--- config.mk ---
export PLATFORM = sky130hd
export DESIGN_NAME = id_pipe
export DESIGN_NICKNAME = d
export VERILOG_FILES = /design/src/rtl/id_pipe_pkg.sv /design/src/rtl/id_pipe_decode.sv /design/src/rtl/id_pipe.sv
export SDC_FILE = /design/constraint.sdc
export NUM_CORES = 1
export LEC_CHECK = 0
export BUFFER_PORTS_ARGS = -buffer_cell sky130_fd_sc_hd__buf_2
export CAP_MARGIN = 20
export CORE_AREA = 8 8 151 153
export DETAILED_ROUTE_END_ITERATION = 8
export DIE_AREA = 0 0 159 161
export PLACE_DENSITY = 0.79
export SLEW_MARGIN = 15
export SYNTH_ARGS = -nofsm -noshare
export SYNTH_HDL_FRONTEND = slang
export SYNTH_SLANG_ARGS = --single-unit
--- constraint.sdc ---
create_clock -name clk -period 2.75 [get_ports clk]
set_input_delay 0.275 -clock clk [delete_from_list [all_inputs] [get_ports clk]]
set_output_delay 0.275 -clock clk [all_outputs]
set_load 0.1 [all_outputs]
--- src/rtl/id_pipe_pkg.sv ---
// -----------------------------------------------------------------------------
// id_pipe_pkg
// Shared constants and types for the RV32I decode stage (id_pipe / id_decode):
// opcode and funct3/funct7 encodings, reset polarity, enable levels, the zero
// word, and the decoded-control struct passed from id_decode to id_pipe.
// Optional feature macro (consumed in id_decode): ID_PIPE_RVM_EN.
// -----------------------------------------------------------------------------
package id_pipe_pkg;

  // Opcodes (inst[6:0])
  localparam logic [6:0] OP_R     = 7'b0110011;
  localparam logic [6:0] OP_I     = 7'b0010011;
  localparam logic [6:0] OP_L     = 7'b0000011;
  localparam logic [6:0] OP_S     = 7'b0100011;
  localparam logic [6:0] OP_B     = 7'b1100011;
  localparam logic [6:0] OP_LUI   = 7'b0110111;
  localparam logic [6:0] OP_AUIPC = 7'b0010111;
  localparam logic [6:0] OP_JAL   = 7'b1101111;
  localparam logic [6:0] OP_JALR  = 7'b1100111;

  // ALU funct3 (OP_R / OP_I)
  localparam logic [2:0] FUNC3_ADD_SUB = 3'b000;
  localparam logic [2:0] FUNC3_SLL     = 3'b001;
  localparam logic [2:0] FUNC3_SLT     = 3'b010;
  localparam logic [2:0] FUNC3_SLTU    = 3'b011;
  localparam logic [2:0] FUNC3_XOR     = 3'b100;
  localparam logic [2:0] FUNC3_SRL_SRA = 3'b101;
  localparam logic [2:0] FUNC3_OR      = 3'b110;
  localparam logic [2:0] FUNC3_AND     = 3'b111;

  // Load funct3
  localparam logic [2:0] FUNC3_LB  = 3'b000;
  localparam logic [2:0] FUNC3_LH  = 3'b001;
  localparam logic [2:0] FUNC3_LW  = 3'b010;
  localparam logic [2:0] FUNC3_LBU = 3'b100;
  localparam logic [2:0] FUNC3_LHU = 3'b101;

  // Store funct3
  localparam logic [2:0] FUNC3_SB = 3'b000;
  localparam logic [2:0] FUNC3_SH = 3'b001;
  localparam logic [2:0] FUNC3_SW = 3'b010;

  // Branch funct3
  localparam logic [2:0] FUNC3_BEQ  = 3'b000;
  localparam logic [2:0] FUNC3_BNE  = 3'b001;
  localparam logic [2:0] FUNC3_BLT  = 3'b100;
  localparam logic [2:0] FUNC3_BGE  = 3'b101;
  localparam logic [2:0] FUNC3_BLTU = 3'b110;
  localparam logic [2:0] FUNC3_BGEU = 3'b111;

  // JALR funct3
  localparam logic [2:0] FUNC3_JALR = 3'b000;

  // funct7
  localparam logic [6:0] FUNCT7_BASE   = 7'b0000000;
  localparam logic [6:0] FUNCT7_ALT    = 7'b0100000;
  localparam logic [6:0] FUNCT7_MULDIV = 7'b0000001;

  // Reset level and enable encodings
  localparam logic        RstEnable    = 1'b0;
  localparam logic        ReadEnable   = 1'b1;
  localparam logic        ReadDisable  = 1'b0;
  localparam logic        WriteEnable  = 1'b1;
  localparam logic        WriteDisable = 1'b0;
  localparam logic [31:0] ZeroWord     = 32'h0000_0000;

  // Decoded controls for one instruction
  typedef struct packed {
    logic        re1;
    logic        re2;
    logic        we;
    logic [4:0]  waddr;
    logic [31:0] imm;
    logic        illegal;
  } dec_t;

endpackage

--- src/rtl/id_pipe_decode.sv ---
// -----------------------------------------------------------------------------
// id_decode
// Purely combinational RV32I instruction decoder.
// Ports:
//   inst_i  [31:0]  instruction word
//   dec_o   dec_t   {re1, re2, we, waddr, imm (32-bit, sign-extended), illegal}
// An unrecognised encoding returns illegal=1 with every enable, waddr and imm
// at zero. waddr is zero whenever we is zero.
// Macro: ID_PIPE_RVM_EN - when defined, OP_R with funct7=0000001 (RV32M) is
// legal for every funct3; otherwise it is illegal.
// -----------------------------------------------------------------------------
module id_decode
  import id_pipe_pkg::*;
(
  input  logic [31:0] inst_i,
  output dec_t        dec_o
);

  logic [6:0]  opcode;
  logic [2:0]  funct3;
  logic [6:0]  funct7;
  logic [31:0] imm_i;
  logic [31:0] imm_s;
  logic [31:0] imm_b;
  logic [31:0] imm_u;
  logic [31:0] imm_j;
  logic [31:0] imm_sh;
  logic        legal;
  dec_t        dec;

  assign opcode = inst_i[6:0];
  assign funct3 = inst_i[14:12];
  assign funct7 = inst_i[31:25];

  assign imm_i  = {{20{inst_i[31]}}, inst_i[31:20]};
  assign imm_s  = {{20{inst_i[31]}}, inst_i[31:25], inst_i[11:7]};
  assign imm_b  = {{20{inst_i[31]}}, inst_i[7], inst_i[30:25], inst_i[11:8], 1'b0};
  assign imm_u  = {inst_i[31:12], 12'h000};
  assign imm_j  = {{12{inst_i[31]}}, inst_i[19:12], inst_i[20], inst_i[30:21], 1'b0};
  assign imm_sh = {27'h0, inst_i[24:20]};

  always_comb begin
    dec     = '0;
    legal   = 1'b0;
    unique case (opcode)
      OP_R: begin
        dec.re1 = ReadEnable;
        dec.re2 = ReadEnable;
        dec.we  = WriteEnable;
        unique case (funct7)
          FUNCT7_BASE:   legal = 1'b1;
          // SUB and SRA are the only alternate-encoded R-type ops
          FUNCT7_ALT:    legal = (funct3 == FUNC3_ADD_SUB) || (funct3 == FUNC3_SRL_SRA);
`ifdef ID_PIPE_RVM_EN
          FUNCT7_MULDIV: legal = 1'b1;
`else
          FUNCT7_MULDIV: legal = 1'b0;
`endif
          default:       legal = 1'b0;
        endcase
      end
      OP_I: begin
        dec.re1 = ReadEnable;
        dec.we  = WriteEnable;
        if (funct3 == FUNC3_SLL) begin
          legal   = (funct7 == FUNCT7_BASE);
          dec.imm = imm_sh;
        end else if (funct3 == FUNC3_SRL_SRA) begin
          legal   = (funct7 == FUNCT7_BASE) || (funct7 == FUNCT7_ALT);
          dec.imm = imm_sh;
        end else begin
          legal   = 1'b1;
          dec.imm = imm_i;
        end
      end
      OP_L: begin
        dec.re1 = ReadEnable;
        dec.we  = WriteEnable;
        dec.imm = imm_i;
        legal   = (funct3 == FUNC3_LB) || (funct3 == FUNC3_LH) || (funct3 == FUNC3_LW) ||
                  (funct3 == FUNC3_LBU) || (funct3 == FUNC3_LHU);
      end
      OP_S: begin
        dec.re1 = ReadEnable;
        dec.re2 = ReadEnable;
        dec.imm = imm_s;
        legal   = (funct3 == FUNC3_SB) || (funct3 == FUNC3_SH) || (funct3 == FUNC3_SW);
      end
      OP_B: begin
        dec.re1 = ReadEnable;
        dec.re2 = ReadEnable;
        dec.imm = imm_b;
        legal   = (funct3 == FUNC3_BEQ) || (funct3 == FUNC3_BNE) || (funct3 == FUNC3_BLT) ||
                  (funct3 == FUNC3_BGE) || (funct3 == FUNC3_BLTU) || (funct3 == FUNC3_BGEU);
      end
      OP_LUI, OP_AUIPC: begin
        dec.we  = WriteEnable;
        dec.imm = imm_u;
        legal   = 1'b1;
      end
      OP_JAL: begin
        dec.we  = WriteEnable;
        dec.imm = imm_j;
        legal   = 1'b1;
      end
      OP_JALR: begin
        dec.re1 = ReadEnable;
        dec.we  = WriteEnable;
        dec.imm = imm_i;
        legal   = (funct3 == FUNC3_JALR);
      end
      default: legal = 1'b0;
    endcase

    if (dec.we) begin
      dec.waddr = inst_i[11:7];
    end

    // Illegal encodings carry no side effects downstream
    if (!legal) begin
      dec         = '0;
      dec.illegal = 1'b1;
    end
  end

  assign dec_o = dec;

endmodule

--- src/rtl/id_pipe.sv ---
// -----------------------------------------------------------------------------
// id_pipe
// Registered RV32I decode stage between IF/ID and execute.
// Ports:
//   clk, rst                 clock (rising edge), synchronous active-low reset
//   in_valid/in_ready        instruction handshake from fetch
//   in_pc, in_inst           instruction address and word
//   flush                    kill held and incoming instruction
//   reg1/2_raddr             regfile read addresses (combinational from in_inst)
//   reg1/2_rdata             regfile read data (same cycle)
//   fwd_we/ld/waddr/wdata    NUM_FWD forwarding sources, index 0 = youngest
//   out_valid/out_ready      handshake to execute
//   out_pc, out_inst         registered copies of the accepted instruction
//   out_reg1/2, out_imm      resolved operands and sign-extended immediate
//   out_waddr, out_we        destination and write enable
//   out_illegal              instruction not recognised
//   stall_cnt                saturating count of hazard-stall cycles
// Macro: ID_PIPE_RVM_EN (see id_decode) enables RV32M decode.
//
// Handshake: a transfer happens on a rising edge where valid && ready are both
// high. A producer holding valid keeps its payload stable until the transfer;
// ready may depend combinationally on the consumer's state but never on the
// producer's valid.
// -----------------------------------------------------------------------------
module id_pipe
  import id_pipe_pkg::*;
#(
  parameter int XLEN    = 32,
  parameter int NUM_FWD = 2,
  parameter int CNT_W   = 16
) (
  input  logic                    clk,
  input  logic                    rst,
  input  logic                    in_valid,
  output logic                    in_ready,
  input  logic [XLEN-1:0]         in_pc,
  input  logic [31:0]             in_inst,
  input  logic                    flush,
  output logic [4:0]              reg1_raddr,
  output logic [4:0]              reg2_raddr,
  input  logic [XLEN-1:0]         reg1_rdata,
  input  logic [XLEN-1:0]         reg2_rdata,
  input  logic [NUM_FWD-1:0]      fwd_we,
  input  logic [NUM_FWD-1:0]      fwd_ld,
  input  logic [NUM_FWD*5-1:0]    fwd_waddr,
  input  logic [NUM_FWD*XLEN-1:0] fwd_wdata,
  output logic                    out_valid,
  input  logic                    out_ready,
  output logic [XLEN-1:0]         out_pc,
  output logic [31:0]             out_inst,
  output logic [XLEN-1:0]         out_reg1,
  output logic [XLEN-1:0]         out_reg2,
  output logic [XLEN-1:0]         out_imm,
  output logic [4:0]              out_waddr,
  output logic                    out_we,
  output logic                    out_illegal,
  output logic [CNT_W-1:0]        stall_cnt
);

  dec_t            dec;
  logic [4:0]      rs1;
  logic [4:0]      rs2;
  logic [XLEN-1:0] imm_ext;
  logic [XLEN-1:0] op1;
  logic [XLEN-1:0] op2;
  logic            haz1;
  logic            haz2;
  logic            hazard;
  logic            free;
  logic            accept;
  logic            stall_inc;

  logic            valid_q,   valid_d;
  logic [CNT_W-1:0] cnt_q,    cnt_d;
  logic [XLEN-1:0] pc_q;
  logic [31:0]     inst_q;
  logic [XLEN-1:0] reg1_q;
  logic [XLEN-1:0] reg2_q;
  logic [XLEN-1:0] imm_q;
  logic [4:0]      waddr_q;
  logic            we_q;
  logic            illegal_q;

  id_decode u_decode (
    .inst_i (in_inst),
    .dec_o  (dec)
  );

  assign rs1        = in_inst[19:15];
  assign rs2        = in_inst[24:20];
  assign reg1_raddr = rs1;
  assign reg2_raddr = rs2;

  always_comb begin
    imm_ext       = {XLEN{dec.imm[31]}};
    imm_ext[31:0] = dec.imm;
  end

  // Operand resolution. Sources are scanned from oldest to youngest so the
  // lowest matching index is the last assignment and wins. The hazard flag
  // follows the same winner, so an older pending load shadowed by a younger
  // non-load write to the same register does not stall.
  always_comb begin
    op1  = '0;
    op2  = '0;
    haz1 = 1'b0;
    haz2 = 1'b0;
    if (dec.re1 && (rs1 != 5'd0)) begin
      op1 = reg1_rdata;
      for (int i = NUM_FWD - 1; i >= 0; i--) begin
        if (fwd_we[i] && (fwd_waddr[i*5 +: 5] == rs1)) begin
          op1  = fwd_wdata[i*XLEN +: XLEN];
          haz1 = fwd_ld[i];
        end
      end
    end
    if (dec.re2 && (rs2 != 5'd0)) begin
      op2 = reg2_rdata;
      for (int i = NUM_FWD - 1; i >= 0; i--) begin
        if (fwd_we[i] && (fwd_waddr[i*5 +: 5] == rs2)) begin
          op2  = fwd_wdata[i*XLEN +: XLEN];
          haz2 = fwd_ld[i];
        end
      end
    end
  end

  assign hazard    = haz1 | haz2;
  assign free      = !valid_q | out_ready;
  // Gated by reset so fetch sees no ready while the stage is being cleared
  assign in_ready  = (rst != RstEnable) & free & !hazard & !flush;
  assign accept    = in_valid & in_ready;
  assign stall_inc = in_valid & free & hazard & !flush;

  always_comb begin
    valid_d = valid_q;
    if (flush) begin
      valid_d = 1'b0;
    end else if (accept) begin
      valid_d = 1'b1;
    end else if (free) begin
      valid_d = 1'b0;
    end
  end

  always_comb begin
    cnt_d = cnt_q;
    if (stall_inc && (cnt_q != {CNT_W{1'b1}})) begin
      cnt_d = cnt_q + CNT_W'(1);
    end
  end

  always_ff @(posedge clk) begin
    if (rst == RstEnable) begin
      valid_q   <= 1'b0;
      cnt_q     <= '0;
      pc_q      <= '0;
      inst_q    <= ZeroWord;
      reg1_q    <= '0;
      reg2_q    <= '0;
      imm_q     <= '0;
      waddr_q   <= 5'd0;
      we_q      <= WriteDisable;
      illegal_q <= 1'b0;
    end else begin
      valid_q <= valid_d;
      cnt_q   <= cnt_d;
      // accept is already false during flush, so flushed data is never loaded
      if (accept) begin
        pc_q      <= in_pc;
        inst_q    <= in_inst;
        reg1_q    <= op1;
        reg2_q    <= op2;
        imm_q     <= imm_ext;
        waddr_q   <= dec.waddr;
        we_q      <= dec.we;
        illegal_q <= dec.illegal;
      end
    end
  end

  assign out_valid   = valid_q;
  assign out_pc      = pc_q;
  assign out_inst    = inst_q;
  assign out_reg1    = reg1_q;
  assign out_reg2    = reg2_q;
  assign out_imm     = imm_q;
  assign out_waddr   = waddr_q;
  assign out_we      = we_q;
  assign out_illegal = illegal_q;
  assign stall_cnt   = cnt_q;

endmodule

Yosys cells after proc, flatten, opt, wreduce, memory -nomap -nowiden
Cells that the tools add are included.
{ "classes": {"n_addsub": 1, "multipliers": 0, "div": 0, "order_cmp": 0, "n_eq_ne": 21, "shifts": 0, "muxes": 26, "bitwise": 10, "reduce_logical": 32} }
{ "op_table": {"columns": ["operator", "count"], "rows": [
  ["2-to-1 mux 32 bit", 8],
  ["case mux 32 bit (6 select lines)", 1],
  ["2-to-1 mux 41 bit", 1],
  ["== test 7 x 6 -> 1 bit, second input constant", 4],
  ["== test 7 bit, second input constant", 3],
  ["== test 5 bit", 4],
  ["adder 16 x 1 -> 16 bit, second input constant", 1],
  ["inequality test 16 bit, second input constant", 1],
  ["== test 7 x 5 -> 1 bit, second input constant", 2],
  ["2-to-1 mux 1 bit", 13],
  ["== test 3 bit, second input constant", 4],
  ["logical OR 1 bit", 10],
  ["nonzero test 5 bit", 2],
  ["AND 1 bit", 7],
  ["== test 7 x 2 -> 1 bit, second input constant", 1],
  ["logical AND 1 bit", 7],
  ["logical NOT 7 bit", 1],
  ["case mux 1 bit (7 select lines)", 1],
  ["OR reduction 7 bit", 1],
  ["OR reduction 2 bit", 3],
  ["OR reduction 3 bit", 2],
  ["OR reduction 6 bit", 1],
  ["2-to-1 mux 5 bit", 1],
  ["== test 3 x 1 -> 1 bit, second input constant", 1],
  ["other kinds (7)", 10]
]} }
{ "totals": {"register_bits": 184, "latchBits": 0, "mem_bits_rw": 0, "rom_bits": 0, "n_memories": 0} }

Logic depth before layout (Yosys ltp)
{ "depth": {"word_depth": 16, "mapped_depth": 12, "depth_no_buf": 8} }

Modules after synthesis
From an unflattened synthesis, not the netlist that was laid out.
{ "unflattened": {"hier_cells": 1174, "hier_area_um2": 9171.3} }
{ "by_module_without_submodules": {"columns": ["mod", "instances", "cells_each", "area_each_um2", "seq_area_each_um2"], "rows": [
  ["id_pipe", 1, 1044, 8304.2, 3683.5],
  ["id_decode", 1, 130, 867.1, 0.0]
]} }

Worst setup path after synthesis
No wires, ideal clock.
{ "synth_timing": {"kind": "register to register", "startpoint": "register cnt_q[3] (netlist: stall_cnt[3])", "endpoint": "register cnt_q[10] (netlist: stall_cnt[10])", "setup_ns": 0.115, "t_arrival_ns": 2.757, "required_ns": 2.635, "path_slack_ns": -0.122, "stages_incl_launch_ff": 9, "n_path_buf": 1, "cell_sequence": "dfxtp_1 and3_1 nand3_1 or3_1 o211a_4 nand2_1 buf_2 nor4_1 o21a_1"} }
{ "synth_via": {"elab_chain_len": 2, "elab_cells_between_ends": 3, "classes_between": "add/sub (1); eq/ne (1); reduce/logical (1)"} }
{ "synth_lines": {"columns": ["element", "line", "rtl"], "rows": [
  ["start: declaration", "id_pipe.sv:74", "logic [CNT_W-1:0] cnt_q, cnt_d;"],
  ["start signal: assignment", "id_pipe.sv:167", "cnt_q <= cnt_d;"],
  ["branches (longest 2 deep; another with adder 16 x 1 -> 16 bit)", null, null]
]} }
Parallel ways; which one is timed is not known.
A chain may end at the register's enable or synchronous reset.

Worst setup path in the final report
{ "layout_timing": {"startpoint": "input port in_inst[24]", "endpoint": "output port in_ready"} }
{ "layout_via": {"elab_chain_len": 9, "elab_cells_between_ends": 13, "classes_between": "eq/ne (2); mux (3); bitwise (3); reduce/logical (5)"} }
{ "layout_lines": {"columns": ["element", "line", "rtl"], "rows": [
  ["start: declaration", "id_pipe.sv:37", "input logic [31:0] in_inst,"],
  ["== test 5 bit", "id_pipe.sv:120", "if (fwd_we[i] && (fwd_waddr[i*5 +: 5] == rs2)) begin"],
  ["logical AND 1 bit", "id_pipe.sv:120", null],
  ["2-to-1 mux 1 bit (2 in a row)", "id_pipe.sv:120", null],
  ["2-to-1 mux 1 bit *", "id_pipe.sv:117", "if (dec.re2 && (rs2 != 5'd0)) begin"],
  ["OR 1 bit *", "id_pipe.sv:128", "assign hazard = haz1 | haz2;"],
  ["logical NOT 1 bit *", "id_pipe.sv:131", "assign in_ready = (rst != RstEnable) & free & !hazard & !flush;"],
  ["AND 1 bit * (2 in a row)", "id_pipe.sv:131", null],
  ["end: declaration", "id_pipe.sv:35", "output logic in_ready,"]
]} }
Mark *: on every way between the ends. The rest lies on a longest branch, timed or not.

==> results.ini <==
[power_and_ir_drop]
total_power_uw = 6340
total_leakage_power_uw = 0.00599
peakVddDrop_uv = 346
p_per_area_mw_per_mm2 = 528

[sta]
layout_min_cycle_time_ns = 2.60
hold_viol = 0
final-setup-viol-count = 0
skew_ns = 0.00855
fin_crit_sh_pct = 94.4
relSlewSlack_pct = 44.5
worstMarginPinSlew_ns = 0.833
fmax_mhz = 385
drv_slew = 0
rsz0062_at_grt = no
finalSetupTns_ns = 0
hold_ws_ns = 0.0242

[setup_path]
worst_path_most_repeated_cell = buf_2
cp_max_fo = 5
critPathRequiredTime_ns = 2.48
slowest_delay_ns = 0.39
crit_family = simple AND/OR/NAND/NOR gates
crit_arrival_ns = 2.32
worstSetupEndpointType = output pin
critPathKind = in -> out
cp_slowest_cell = o22ai_2
crit_chain = buf_2 > xor2_1 > nor4_1 > nand3_2 > mux2i_1 > o22ai_2 > nand2_1 > and3b_1 > buf_2
critPathBufInv = 2
critPathLaunchType = input pin

[detailed_routing]
firstDrtPassIters = 6
ant_nets = 0
vias = 9699
wl_per_cell_microns = 18.8
drc_errors = 0
drt-vias-per-instance = 5.52
wl_microns = 33000
drt_iter0_drc = 900

[placement]
dp_hpwl_microns = 24700
place.gp.congestion = 0.956
place_area_sq_mm = 0.0114
io_buffers = 405

[logic_synthesis]
synth_top_family_by_area = simple AND/OR/NAND/NOR gates
synth_top_cell_by_area = dfxtp_1
ys_ff_latch = 184
synthFlopType = dfxtp_1
synth_compound_area_share_pct = 14.4
synthMuxAreaShare_pct = 7.82
synth_xor_area_share_pct = 2.70
synth.area.top_cells = dfxtp_1 41%, nand2_1 12%, nand3_1 11%, mux2i_1 7.8%, o2111ai_1 6.2%
syn_area_per_cell_sq_um = 8.14
synth-simple-area-share_pct = 27.9
synthCells = 1116
syn_nets = 1328
seq_area_frac_synth_pct = 40.5
ys_types = 46
synth_top_area_share_pct = 40.5
async_flop_share_pct = 0
synthAdderAreaFrac_pct = 0.138
synth.cell_area_sq_mm = 0.00909
synth-edff-count = 0
yosysWarnings = 0

[clock_tree]
clk_pin_slew_worst_paths_ns = 0.08
clk-insertion-delay-late_ns = 0.43
clockBufferDepth = 2
tritoncts = built
cts_max_level = 4
postCtsHoldBufs = 0
cts_setup_buffers = 0
cts_sinks = 184
clock-root-buffer = clkbuf_16
numCtsBuffers = 17
cts-resized-gates = 0

[grt]
grt_pass1_wl_microns = 50800
antenna_found_initial = 3
grt_overflow = 0
grt_use_total_pct = 24.1
grt_pass1_vias = 9501
grt_max_degree = 81

[final_layout]
syn_to_final_growth_pct = 32.1
drive_above_1_share_pct = 34.7
design_area_sq_mm = 0.0120
final_nets = 1678

[floorplanning]
initial_core_util_pct = 44.2
dieArea_sq_mm = 0.0256
core_sq_mm = 0.0206
die_h_microns = 161
die_x_microns = 159
pin_count = 406
rows = 53

[min_path]
hold_path_class = in -> reg

[run]
maxCapViolCount = 0

[status]
run_status = complete, no violations

==> final cells by class <==
type	count	area (sq um)
antenna	3	7.51
clock buffer	17	425
clock inverter	15	175
fill	1864	8550
inverter	2	7.51
multi-input combinational	817	4870
sequential	184	3690
tap	275	344
timing repair buffer	444	2490
==> state kept, by name, indices dropped and copies added (netlist names) <==
register	count
out_imm	32
out_inst	32
out_pc	32
out_reg1	32
out_reg2	32
stall_cnt	16
out_waddr	5
out_illegal	1
out_valid	1
out_we	1
==> power by group <==
group,switching [uW],total [uW],internal (uW)
clock network,1240,2470,1240
registers,25.1,2740,2710
logic,835,1120,289
total,2100,6340,4240
==> cell usage in the layout (no fill, tap or decap), drive strengths merged, types with 2 or more instances in the layout <==
master / synthesis / final
o21a: 3 / 3
nand2: 289 / 289
and3: 5 / 5
nand4: 6 / 6
buf: 66 / 444
nand3: 198 / 198
a31oi: 2 / 2
clkbuf: 47 / 17
xor2: 10 / 10
nor3: 10 / 10
a22oi: 6 / 6
a211oi: 2 / 2
xnor2: 18 / 18
nor2: 21 / 21
nand3b: 4 / 4
or3: 3 / 3
mux2i: 71 / 71
diode: 0 / 3
nand2b: 10 / 10
o41ai: 20 / 20
dfxtp: 184 / 184
o2111ai: 64 / 64
o211ai: 3 / 3
inv: 2 / 10
o31ai: 5 / 5
and2: 8 / 8
nor4: 5 / 5
a21oi: 26 / 26
nor2b: 4 / 4
and3b: 3 / 3
clkinv: 0 / 6
o21ai: 11 / 11
==> final timing paths <==
path,from,endpoint,slack (ns),cells after the start
hold / removal,in_pc[13],out_pc[13],0.02,3
setup / recovery,in_inst[24],in_ready,0.15,9
hold reg to reg,out_inst[2],out_inst[2],0.45,2
setup reg to reg,stall_cnt[3],stall_cnt[1],0.56,8
==> synth_stat cells (8+ instances only) <==
cell type,count
a21oi_1,26
and2_1,8
buf_1,18
buf_2,23
buf_4,17
buf_6,8
clkbuf_1,46
dfxtp_1,184
mux2i_1,71
nand2_1,289
nand2b_1,10
nand3_1,198
nor2_1,21
nor3_1,10
o2111ai_1,64
o21ai_0,11
o41ai_2,20
xnor2_1,18
xor2_1,10
==> per-layer routing <==
metal  wire length, microns  up-vias  track usage, %
met2                  15800      484            40.1
li1                       -     4643               -
met4                    997        0            9.22
met3                   2780       73            6.18
met1                  13400     4499            29.6
met5                      0        -               0
==> worst reg2reg max path: stages (launching register included) <==
cell and delay, ns:
dfxtp_2 0.37, and3_1 0.21, nand3_1 0.24, or3_1 0.48, o211a_4 0.30, nand2_1 0.07
buf_4 0.18, mux2i_1 0.19, nor2b_1 0.06
==> kinds of logic after synthesis <==
family / Yosys count
flip-flops: 184
buffers and inverters: 115
multiplexers: 71
AO/OA/AOI/OAI: 149
XOR/XNOR: 28
adder cells (fa/ha/maj): 1
AND/OR/NAND/NOR: 568
==> per-stage QoR <==
stage / worst slack (ns) / utilization, % / cells
finish: 0.154 / 58.4 / 1757
detailed placement: 0.113 / 55.4 / 1722
CTS: 0.134 / 58.4 / 1754
floorplan: 0.0138 / - / 1116
global placement: 0.147 / 55.4 / 1722
global route: 0.0290 / 58.4 / 1757
No activity file was read; power rests on OpenSTA's default activity.
